[src/rtl/hilo_mul_unit.sv]
// HI/LO shift-add multiplier with GPIO port.
// Iterative 32-step multiply into HI/LO; combinational read mux.
module hilo_mul_unit #(
  parameter int DW = 32
) (
  input  logic          clk,
  input  logic          rst,
  input  logic          enhilo,
  input  logic [3:0]    alu_op,
  input  logic [DW-1:0] op_a,
  input  logic [DW-1:0] op_b,
  input  logic [1:0]    regsel,
  input  logic          gpio_in_en,
  input  logic          gpio_out_en,
  input  logic [DW-1:0] gpio_wdata,
  input  logic [DW-1:0] gpio_in,
  output logic [DW-1:0] rd_data,
  output logic          busy,
  output logic          stall,
  output logic          done,
  output logic [DW-1:0] gpio_out
);

  localparam int CW = $clog2(DW);
  localparam logic [CW-1:0] LAST = CW'(DW - 1);

  typedef enum logic {IDLE, MUL} state_t;

  state_t          state;
  logic [CW-1:0]   count;
  logic [DW-1:0]   mcand;
  logic [DW-1:0]   mplr;
  logic [2*DW-1:0] acc;
  logic            neg;
  logic [DW-1:0]   hi;
  logic [DW-1:0]   lo;
  logic [DW-1:0]   gpio_s1;
  logic [DW-1:0]   gpio_sync;

  logic            is_s;
  logic            start;
  logic [DW-1:0]   abs_a;
  logic [DW-1:0]   abs_b;
  logic [2*DW-1:0] addend;
  logic [2*DW-1:0] acc_nxt;
  logic [2*DW-1:0] prod;

  // Operand conditioning and one shift-add step of the datapath
  always_comb begin
    is_s    = (alu_op == 4'b0110);
    start   = enhilo & (is_s | (alu_op == 4'b0111));
    abs_a   = (is_s & op_a[DW-1]) ? -op_a : op_a;
    abs_b   = (is_s & op_b[DW-1]) ? -op_b : op_b;
    addend  = '0;
    if (mplr[0])
      addend = {{DW{1'b0}}, mcand} << count;
    acc_nxt = acc + addend;
    prod    = neg ? -acc_nxt : acc_nxt;
  end

  // Multiply FSM: accept in IDLE, iterate DW steps in MUL, write HI/LO
  always_ff @(posedge clk or posedge rst) begin
    if (rst) begin
      state <= IDLE;
      count <= '0;
      mcand <= '0;
      mplr  <= '0;
      acc   <= '0;
      neg   <= 1'b0;
      hi    <= '0;
      lo    <= '0;
      done  <= 1'b0;
    end else begin
      done <= 1'b0;
      unique case (state)
        IDLE: begin
          if (start) begin
            mcand <= abs_a;
            mplr  <= abs_b;
            acc   <= '0;
            neg   <= is_s & (op_a[DW-1] ^ op_b[DW-1]);
            count <= '0;
            state <= MUL;
          end
        end
        MUL: begin
          acc   <= acc_nxt;
          mplr  <= mplr >> 1;
          count <= count + CW'(1);
          if (count == LAST) begin
            {hi, lo} <= prod;
            done     <= 1'b1;
            count    <= '0;
            state    <= IDLE;
          end
        end
        default: state <= IDLE;
      endcase
    end
  end

  // Two-flop synchronizer for the external input pins
  always_ff @(posedge clk or posedge rst) begin
    if (rst) begin
      gpio_s1   <= '0;
      gpio_sync <= '0;
    end else begin
      gpio_s1   <= gpio_in;
      gpio_sync <= gpio_s1;
    end
  end

  // Output pin register, written independently of the multiplier
  always_ff @(posedge clk or posedge rst) begin
    if (rst)
      gpio_out <= '0;
    else if (gpio_out_en)
      gpio_out <= gpio_wdata;
  end

  // Status flags and the read-data priority mux
  always_comb begin
    busy  = (state == MUL);
    stall = busy & (enhilo | (regsel == 2'b01) | (regsel == 2'b10));
    rd_data = '0;
    if (gpio_in_en)
      rd_data = gpio_sync;
    else if (regsel == 2'b01)
      rd_data = hi;
    else if (regsel == 2'b10)
      rd_data = lo;
  end

endmodule

[config.mk]
export PLATFORM = sky130hd
export DESIGN_NAME = hilo_mul_unit
export DESIGN_NICKNAME = d
export VERILOG_FILES = /design/src/rtl/hilo_mul_unit.sv
export SDC_FILE = /design/constraint.sdc
export NUM_CORES = 1
export LEC_CHECK = 0
export ABC_AREA = 0
export CAP_MARGIN = 20
export CORE_MARGIN = 4
export CORE_UTILIZATION = 33
export CTS_BUF_LIST = sky130_fd_sc_hd__clkbuf_16
export DETAILED_ROUTE_END_ITERATION = 10
export SLEW_MARGIN = 10
export SYNTH_ARGS = -nofsm -noshare
export SYNTH_HDL_FRONTEND = slang
export SYNTH_SLANG_ARGS = --single-unit
[constraint.sdc]
create_clock -name clk -period 13.4 [get_ports clk]
set_input_delay 2.01 -clock clk [delete_from_list [all_inputs] [get_ports clk]]
set_output_delay 2.01 -clock clk [all_outputs]
set_load 0.01 [all_outputs]
==> results by group, run 1 <==
Outcome
  • Status: finished clean

Pwr
  • Sw power: between 1.5 and 2 mW
  • P_leak: just under 10 nW
  • VDD IR max: approximately 95 uV
  • Clock power frac: 0.248
  • Sequential Power Share: 0.291
  • Switching share of total power: 0.4300
  • P_int: 2.393 mW
  • Comb pwr share: 0.461
  • Power Density: roughly 170 nW/um2

Min path
  • Worst Hold Class: reg -> reg
  • WHS Endpoint: gpio_sync[22]$_DFF_PP0_
  • Hold path depth: 0
  • Hold Crit Start: gpio_s1[22]$_DFF_PP0_

Logic synthesis
  • Syn nets: ~2600
  • Register area share after synthesis: 0.3616
  • Syn. warnings: 0
  • Post-synth top flop: dfrtp_1
  • Synth Area per Inst: approximately 8.5 um2
  • Top cells by count, synth: 438 x nand2_1, 301 x o21ai_0, 296 x dfrtp_1
  • Yosys reg bits: 296
  • Yosys cell types: about 100
  • Number of synthesized flops with an enable pin: 0
  • Top cells by area, synth: dfrtp_1 36%, nand2_1 8.0%, o21ai_0 7.4%
  • Share of the synthesized area in the top cell type: 0.3616
  • Synth Cell Area: 20490 um2
  • Post-Synthesis Cells: approximately 2400
  • Async set or reset register ratio after synthesis: 1.000
  • Count leader, synth: nand2_1
  • Cell accounting for the most synthesized area: dfrtp_1

Setup path
  • Worst-path cell chain: mux4_2 -> mux2i_1 -> nand2_1 -> o21ai_0 -> mux2i_1 -> and2_1 -> ha_1 -> nand4_1 -> nor3_1 -> o211ai_1 -> and2_1 -> xnor2_1 -> or4_1 -> nor4_1 -> nand4_1 -> o41ai_1 -> xor2_1 -> o21ai_1
  • Slowest CP cell: dfrtp_2
  • Crit path largest cell delay: 1000 ps
  • Worst setup EP type: flip-flop
  • RR Endpoint: hi[30]$_DFFE_PP0P_
  • Critical path arrival: about 7900 ps
  • CP bufs+invs: 0
  • Reg2reg path depth: 18
  • Startpoint types: flip-flop
  • CP top delay family: simple AND/OR/NAND/NOR gates
  • Register-to-register setup slack: just under 6000 ps
  • Worst r2r src: count[0]$_DFFE_PP0P_
  • CP max FO: 42
  • Critical path required time: between 10000 and 15000 ps
  • Setup CP Type: reg -> reg

Global route
  • Gr ovfl total: 0
  • Vias in the first global route: about 18000
  • First-pass GRT wire length: 108000 um
  • Initial antenna violation count: 1
  • Total GRT Usage: 0.2038
  • Pin count of the biggest net entering global routing: about 120

Cells and area
  • Final Cell Area: between 20000 and 25000 um2
  • Nets@finish: 2752
  • Syn-to-layout area delta: 19.32%
  • Filler cell count in the final layout: 6235
  • Share of post-route cells with drive strength above 1: 0.09137
  • Post-Route Utilization: 0.3968
  • Diode count: 0

Route
  • Pre-antenna DRT Iters: 5
  • Via count: approximately 19000
  • Post-DR vias/cell: about 5.5
  • DR WL/cell: a little over 20 um
  • First DRT Iteration DRCs: roughly 1500
  • DRC errors left: 0
  • Remaining antenna violation count: 0
  • Overall routed net length: approximately 69000 um

Place
  • PortBufs: a little over 200
  • DP HPWL: 53590 um
  • Routability cong.: 0.9406
  • Area after DPL: between 20000 and 25000 um2

STA
  • RSZ-0062 raised after global routing: no
  • Slew HR: 0.1885
  • Setup Total Neg Slack: 0 ps
  • Clock skew: 18.75 ps
  • Period utilisation layout: 0.5610
  • Fin. max-slew vios: 0
  • Final setup viols: 0
  • Final Hold Fails: 0
  • Highest clock rate: around 130 MHz
  • Final critical-path required period: between 7000 and 8000 ps
  • Worst-Margin Slew: 1209 ps

Clock network
  • H-tree Lvls: 2
  • Setup bufs post-CTS: 0
  • Clock buffer count from CTS: 38
  • Worst-path clk slew: about 60 ps
  • Root Buffer: clkbuf_16
  • TritonCTS clock tree: built
  • # resized after CTS: 0
  • Worst skew pair latency: 560 ps
  • Clock sink count: approximately 300
  • Hold_buf cts: 0
  • CTS Buffer Depth: 3

Floorplan
  • DIE AREA: 66130 um2
  • Die X: roughly 260 um
  • Ports: about 210
  • Starting Density: 0.3326
  • FP Rows: 91
  • Core ar.: just over 60000 um2
  • Chip height: ~260 um

Job
  • Max cap viols: 0
## cell type report
class	count	area, um2	share of cell area
well taps	837	1047	0.04284
clock buffers	41	1026	0.04197
flip-flops and latches	296	7413	0.3033
repair buffers	232	2270	0.09285
clock inverters	27	247.7	0.01014
multi-input cells	1947	12320	0.5041
inverters	29	116.4	0.004760
## layout by cell type (no fill, tap or decap), types with 7 or more instances in the layout
cell type / n
a22o_1: 8
a21oi_2: 7
buf_4: 26
nor2_1: 180
or3_1: 12
dfrtp_1: 293
a211oi_1: 13
o21ai_0: 301
and4_1: 7
o22ai_1: 28
a22oi_1: 39
o211ai_1: 10
and3_1: 10
nand2b_1: 11
inv_1: 34
mux2_2: 54
or2_2: 15
o21ai_1: 20
nor2b_1: 9
mux2i_1: 38
nor4_1: 20
nand4_1: 45
a21o_1: 19
o21a_1: 10
nand2_1: 435
o41ai_1: 9
and2_1: 29
o21bai_1: 9
nand3_1: 25
a21oi_1: 145
mux4_2: 24
o31ai_1: 27
clkdlybuf4s50_1: 204
ha_1: 68
xor2_1: 88
xnor2_1: 74
a31oi_1: 9
clkbuf_16: 41
nor3_1: 37
## per-layer routing
metal,wire (um),GRT usage,up-vias,part of all wire
met3,4334,0.03238,128,0.063
met1,32040,0.2893,9023,0.46
met2,30520,0.3192,646,0.44
li1,-,-,8947,-
met5,0,0,-,0
met4,2274,0.06577,0,0.033
## cells by family (layout without fill, tap and decap cells)
logic type | Yosys count | in the layout | share of synthesized area
multiplexers | 116 | 116 | 0.07463
XOR/XNOR | 162 | 162 | 0.06926
flip-flops | 296 | 296 | 0.3616
AND/OR/NAND/NOR | 871 | 871 | 0.1921
adder cells (fa/ha/maj) | 69 | 69 | 0.04251
AO/OA/AOI/OAI | 729 | 729 | 0.2218
buffers and inverters | 179 | 329 | 0.03811
## how the worst max path moves through the flow
stage,startpoint,endpoint,depth (start not counted)
floorplan,rst,acc[0]$_DFFE_PP0P_,1
global placement,count[0]$_DFFE_PP0P_,hi[30]$_DFFE_PP0P_,20
detailed placement,count[0]$_DFFE_PP0P_,hi[30]$_DFFE_PP0P_,20
CTS,count[0]$_DFFE_PP0P_,hi[30]$_DFFE_PP0P_,20
global route,count[0]$_DFFE_PP0P_,hi[30]$_DFFE_PP0P_,20
finish,count[0]$_DFFE_PP0P_,hi[30]$_DFFE_PP0P_,18
## stage by stage
step           hold slack [ps]  std cells  worst slack (ps)  power (mW)
6_report                 345.4       3409              5883       4.198
5_1_grt                  350.4       3409              5482       4.459
4_1_cts                  347.1       3408              6061       4.196
3_5_place_dp             334.7       3340              6095       3.129
3_3_place_gp             332.0       3340              6085       3.097
2_1_floorplan            331.2       2422              3214       2.507
## worst register-to-register path: cells and delay by family (launching register included)
kind / cells / cell delay, ps
AOI/OAI and AO/OA: 4 / 1210
xor gates and xnor gates: 2 / 410
adders and majority gates: 1 / 520
DFF: 1 / 1000
muxes: 3 / 1210
and+or+nand+nor: 8 / 3010
## state kept, by name, indices dropped and copies added (netlist names), 32 cells and up
name	flops
hi	32
lo	32
acc	64
gpio_sync	32
gpio_s1	32
mplr	32
gpio_out	32
mcand	32
## power groups by stage
| stage | combinational [mW] | sequential (mW) | clock (mW) |
|---|---|---|---|
| CTS | 1.90 | 1.22 | 1.07 |
| floorplan | 1.35 | 1.15 | 0 |
| global route | 2.10 | 1.25 | 1.11 |
| global placement | 1.87 | 1.23 | 0 |
| finish | 1.94 | 1.22 | 1.04 |
| detailed placement | 1.89 | 1.23 | 0 |
Note: power is estimated with default switching activity, not from simulation.
==> run 2, diff against run 1 <==
Clock period 13.4 ns to 7 ns, I/O delays scaled along.
==> run 2 against run 1 <==
  * Die area unchanged
  * Register-to-register slack got worse by 5400 ps
  * Total power increased by 94%
  * Hold slack improved by 0.77 ps
  * Clock power increased by 90%
  * Wire length increased by 3.8%
  * Flip-flop and latch count unchanged
  * Sequential power increased by 90%
  * Largest power group unchanged
  * First-iteration DRC count increased by 0.48%
  * Core utilization increased by 0.43 points
  * Highest routed layer unchanged
  * Critical path depth increased by 4
==> results by group, run 2 (synthesis gave the netlist of run 1 again) <==
Outcome
  • Status: finished clean

Route
  • Via count: 18910
  • DR WL/cell: 20.83 um
  • Post-DR vias/cell: approximately 5.5
  • Remaining antenna violation count: 0
  • DRC errors left: 0
  • First DRT Iteration DRCs: ~1500
  • Overall routed net length: slightly above 70000 um
  • Pre-antenna DRT Iters: 5

Floorplan
  • FP Rows: 91
  • Chip height: between 200 and 300 um
  • Core ar.: 61600 um2
  • Die X: around 260 um
  • Starting Density: 0.3326
  • Ports: approximately 200
  • DIE AREA: between 60000 and 70000 um2

Global route
  • Gr ovfl total: 0
  • First-pass GRT wire length: between 100000 and 150000 um
  • Vias in the first global route: ~18000
  • Pin count of the biggest net entering global routing: around 150
  • Total GRT Usage: 0.2117
  • Initial antenna violation count: 0

STA
  • RSZ-0062 raised after global routing: no
  • Worst-Margin Slew: between 1000 and 1500 ps
  • Period utilisation layout: 0.9261
  • Final setup viols: 0
  • Clock skew: just over 20 ps
  • Final Hold Fails: 0
  • Final critical-path required period: around 6500 ps
  • Setup Total Neg Slack: 0 ps
  • Highest clock rate: around 150 MHz
  • Fin. max-slew vios: 0
  • Slew HR: 0.2388

Cells and area
  • Multi-input logic area: between 10000 and 15000 um2
  • Diode count: 0
  • Share of post-route cells with drive strength above 1: 0.1069
  • Nets@finish: ~2800
  • Post-Route Utilization: 0.4011
  • Most frequent cells in the layout: 435 x nand2_1, 300 x o21ai_0, 292 x dfrtp_1, 204 x clkdlybuf4s50_1, 180 x nor2_1
  • Max reg flops: between 60 and 70
  • Syn-to-layout area delta: 20.60%
  • Leading cell type in the layout, fill and taps excluded: nand2_1
  • Most flops, register: acc
  • Filler cell count in the final layout: ~6200
  • Sequential Area: 7417 um2

Job
  • Max cap viols: 0

Setup path
  • Crit path from: count[1]$_DFFE_PP0P_
  • Worst setup EP type: flip-flop
  • Worst r2r src: count[1]$_DFFE_PP0P_
  • CP endpoint: hi[31]$_DFFE_PP0P_
  • RR Endpoint: hi[31]$_DFFE_PP0P_
  • Register-to-register setup slack: a little over 500 ps
  • Critical path arrival: between 6000 and 7000 ps
  • Setup CP Type: reg -> reg
  • CP max FO: 16
  • Critical path required time: approximately 7400 ps
  • Startpoint types: flip-flop
  • Reg2reg path depth: 22

Pwr
  • VDD IR max: 172.4 uV
  • P_leak: between 10 and 15 nW
  • Power Density: between 300 and 400 nW/um2

Place
  • DP HPWL: 56270 um
  • PortBufs: between 200 and 250
  • Routability cong.: about 0.96

Min path
  • Hold path depth: 0
  • Worst Hold Class: reg -> reg

Clock network
  • Clock sink count: between 200 and 300
  • # resized after CTS: 0
  • Worst skew pair latency: approximately 570 ps
  • Clock buffer count from CTS: 38
  • TritonCTS clock tree: built
  • Setup bufs post-CTS: 0
  • CTS Buffer Depth: 3
  • H-tree Lvls: 2
  • Hold_buf cts: 0
  • Worst-path clk slew: about 60 ps
  • Root Buffer: clkbuf_16
-- run 2: metrics by stage --
stage	setup slack [ps]	cells	hold slack, ps	total power [mW]	area (um2)
2_1_floorplan	1122	2422	331.2	4.800	20490
3_3_place_gp	286.1	3377	331.7	6.049	23430
3_5_place_dp	262.8	3377	334.7	6.108	23430
4_1_cts	264.7	3447	349.6	8.140	24680
5_1_grt	73.01	3448	350.4	8.666	24710
6_report	517.1	3448	346.2	8.162	24710
-- run 2: worst max-delay path, cell delays in order (launching register included) --
cell       delay (ps)
dfrtp_2           560
buf_4             280
mux2i_1           280
nand2_1            80
o21ai_1           240
nor2_1             70
a21oi_1           370
mux2_2            300
mux2i_1            80
and2_1            180
ha_1              520
nand4_1           180
nor3_1            360
o211ai_1          260
a2111oi_0         790
buf_4             220
a211o_1           110
xnor2_1           150
nor2_1            130
or4b_2            630
o41ai_2           260
xnor2_1           230
o21ai_1            90
-- run 2: layer usage --
metal  wire length [um]  GRT usage
met2              32060     0.3330
met1              33460     0.3036
met4               1988    0.06077
met5                  0          0
met3               4303    0.03130
-- run 2: power breakdown --
group	switching [mW]	internal, mW	total (mW)	leakage (nW)
clock	0.827	1.16	1.98	0.632
combinational	2.42	1.43	3.85	5.91
sequential	0.301	2.02	2.32	3.51
-- run 2: how the worst min path moves through the flow --
stage,start,slack [ps],end
6_report,gpio_s1[16]$_DFF_PP0_,350,gpio_sync[16]$_DFF_PP0_
5_1_grt,gpio_s1[16]$_DFF_PP0_,350,gpio_sync[16]$_DFF_PP0_
4_1_cts,gpio_s1[16]$_DFF_PP0_,350,gpio_sync[16]$_DFF_PP0_
3_5_place_dp,gpio_s1[1]$_DFF_PP0_,330,gpio_sync[1]$_DFF_PP0_
3_3_place_gp,gpio_s1[23]$_DFF_PP0_,330,gpio_sync[23]$_DFF_PP0_
2_1_floorplan,gpio_s1[0]$_DFF_PP0_,330,gpio_sync[0]$_DFF_PP0_
-- run 2: layout make-up --
| type | count | area share |
|---|---|---|
| Clock buffer | 38 | 0.03849 |
| Clock inverter | 32 | 0.01236 |
| Inverter | 29 | 0.004558 |
| Multi-Input combinational cell | 1947 | 0.4993 |
| Sequential cell | 296 | 0.3002 |
| Tap cell | 837 | 0.04239 |
| Timing Repair Buffer | 269 | 0.1027 |
==> run 3, diff against run 2 <==
Settings changed: PLACE_DENSITY_LB_ADDON set to 0.3, SLEW_MARGIN 10 to 20.
==> run 3 against run 2 <==
  * Critical endpoint is now hi[28]$_DFFE_PP0P_
  * Combinational power barely moved
  * Setup slack got worse by 68 ps
  * Die area did not move
==> results by group, run 3 (synthesis gave the netlist of run 1 again) <==
Outcome
  • Status: finished clean

Min path
  • Hold Crit Start: gpio_s1[14]$_DFF_PP0_
  • WHS Endpoint: gpio_sync[14]$_DFF_PP0_
  • Worst Hold Class: reg -> reg
  • Hold path depth: 0

Setup path
  • CP bufs+invs: 2
  • Worst r2r src: count[1]$_DFFE_PP0P_
  • Slowest CP cell: or4_1
  • Critical path required time: 7390 ps
  • CP top delay family: simple AND/OR/NAND/NOR gates
  • CP max FO: 12
  • Crit path largest cell delay: 670 ps
  • Worst setup EP type: flip-flop
  • Register-to-register setup slack: 450 ps
  • RR Endpoint: hi[28]$_DFFE_PP0P_
  • Reg2reg path depth: 21
  • Startpoint types: flip-flop
  • Critical path arrival: 6940 ps
  • Worst-path cell chain: mux2_2 -> o21ai_0 -> nor2_1 -> a21oi_1 -> mux2_2 -> mux2i_1 -> and2_1 -> ha_1 -> nand4_1 -> nor3_1 -> o211ai_1 -> and2_1 -> xnor2_1 -> or4_1 -> nor4_1 -> buf_4 -> nand4_1 -> buf_4 -> o31ai_1 -> xor2_1 -> o21ai_1
  • Setup CP Type: reg -> reg

Cells and area
  • Final Cell Area: roughly 25000 um2
  • Post-Route Utilization: 0.3986
  • Most frequent cells in the layout: 435 x nand2_1, 300 x o21ai_0, 293 x dfrtp_1, 204 x clkdlybuf4s50_1, 180 x nor2_1
  • Most flops, register: acc
  • Share of post-route cells with drive strength above 1: 0.1008
  • Nets@finish: 2786
  • Leading cell type in the layout, fill and taps excluded: nand2_1
  • Filler cell count in the final layout: around 6200
  • Final std cells w/o fill: around 3400
  • Syn-to-layout area delta: 19.86%
  • Max reg flops: 64

Place
  • Pre-CTS WS: about 280 ps
  • Area after DPL: around 23000 um2
  • Routability cong.: ~1
  • Placed cell count: roughly 3400
  • PortBufs: approximately 210
  • DP HPWL: 55210 um

Floorplan
  • FP Rows: 91
  • Die X: about 260 um
  • Chip height: between 200 and 300 um
  • Starting Density: 0.3326
  • Ports: slightly above 200
  • DIE AREA: roughly 66000 um2
  • Core ar.: between 60000 and 70000 um2

Route
  • Pre-antenna DRT Iters: 8
  • DR WL/cell: roughly 21 um
  • Remaining antenna violation count: 0
  • Post-DR vias/cell: approximately 5.5
  • Via count: ~19000
  • Overall routed net length: about 70000 um
  • First DRT Iteration DRCs: ~1500
  • DRC errors left: 0

Clock network
  • Clock buffer count from CTS: 37
  • Root Buffer: clkbuf_16
  • CTS Buffer Depth: 3
  • Worst skew pair latency: roughly 550 ps
  • Worst-path clk slew: around 60 ps
  • Clock sink count: ~300
  • H-tree Lvls: 2
  • TritonCTS clock tree: built

STA
  • Fin. max-slew vios: 0
  • Final setup viols: 0
  • Worst setup margin: 449.4 ps
  • Worst-Margin Slew: ~1100 ps
  • Clock skew: about 26 ps
  • Slew HR: 0.2815
  • Setup Total Neg Slack: 0 ps
  • Final critical-path required period: between 6000 and 7000 ps
  • Period utilisation layout: 0.9358
  • Worst hold slack: approximately 350 ps
  • RSZ-0062 raised after global routing: no
  • Final Hold Fails: 0
  • Highest clock rate: approximately 150 MHz

Global route
  • Total GRT Usage: 0.2073
  • Vias in the first global route: 18480
  • Gr ovfl total: 0
  • Pin count of the biggest net entering global routing: between 100 and 150
  • First-pass GRT wire length: roughly 110000 um
  • Initial antenna violation count: 1

Pwr
  • Tot Pwr: around 8 mW
  • Power Density: 324.6 nW/um2
  • P_leak: approximately 10 nW
  • VDD IR max: 179.1 uV

Job
  • Max cap viols: 0
run 3: cell types whose count changed in the layout (fill, tap and decap cells not counted), moves of 2 or more:
cell,delta
nor4_2,-2
nor4_1,+2
buf_4,-2
inv_6,-5
clkinv_4,-3
run 3: how the worst max path moves through the flow:
stage	slack, ps	start	cells after the start	to
floorplan	1120	count[0]$_DFFE_PP0P_	23	hi[13]$_DFFE_PP0P_
global placement	420	count[0]$_DFFE_PP0P_	21	hi[29]$_DFFE_PP0P_
detailed placement	280	count[0]$_DFFE_PP0P_	22	hi[28]$_DFFE_PP0P_
CTS	230	count[0]$_DFFE_PP0P_	22	hi[28]$_DFFE_PP0P_
global route	8	count[1]$_DFFE_PP0P_	21	hi[28]$_DFFE_PP0P_
finish	450	count[1]$_DFFE_PP0P_	21	hi[28]$_DFFE_PP0P_
run 3: where the power goes:
part / internal, mW / total (mW) / switching (mW)
registers: 2.02 / 2.31 / 0.289
logic: 1.44 / 3.85 / 2.41
clock network: 1.07 / 1.81 / 0.745
run 3: cell type report:
| cell class | instances | area, um2 | share of cell area |
|---|---|---|---|
| Multi-Input combinational cell | 1947 | 12330 | 0.5023 |
| Sequential cell | 296 | 7416 | 0.3020 |
| Timing Repair Buffer | 267 | 2532 | 0.1031 |
| Tap cell | 837 | 1047 | 0.04265 |
| Clock buffer | 37 | 925.9 | 0.03771 |
| Clock inverter | 22 | 185.2 | 0.007541 |
| Inverter | 29 | 112.6 | 0.004586 |
| Antenna cell | 1 | 2.502 | 0.0001019 |
run 3: routing by layer:
metal | global-route usage | wire length, um | vias to the layer above
met4 | 0.05637 | 1889 | 0
li1 | - | - | 9008
met5 | 0 | 0 | -
met3 | 0.02913 | 4563 | 104
met1 | 0.2953 | 32310 | 9172
met2 | 0.3314 | 31690 | 647
run 3: timing repair:
action	in CTS	in global routing
setup endpoints to repair	0	14
setup buffers	0	1
hold buffers	0	0
gates resized for setup	0	3
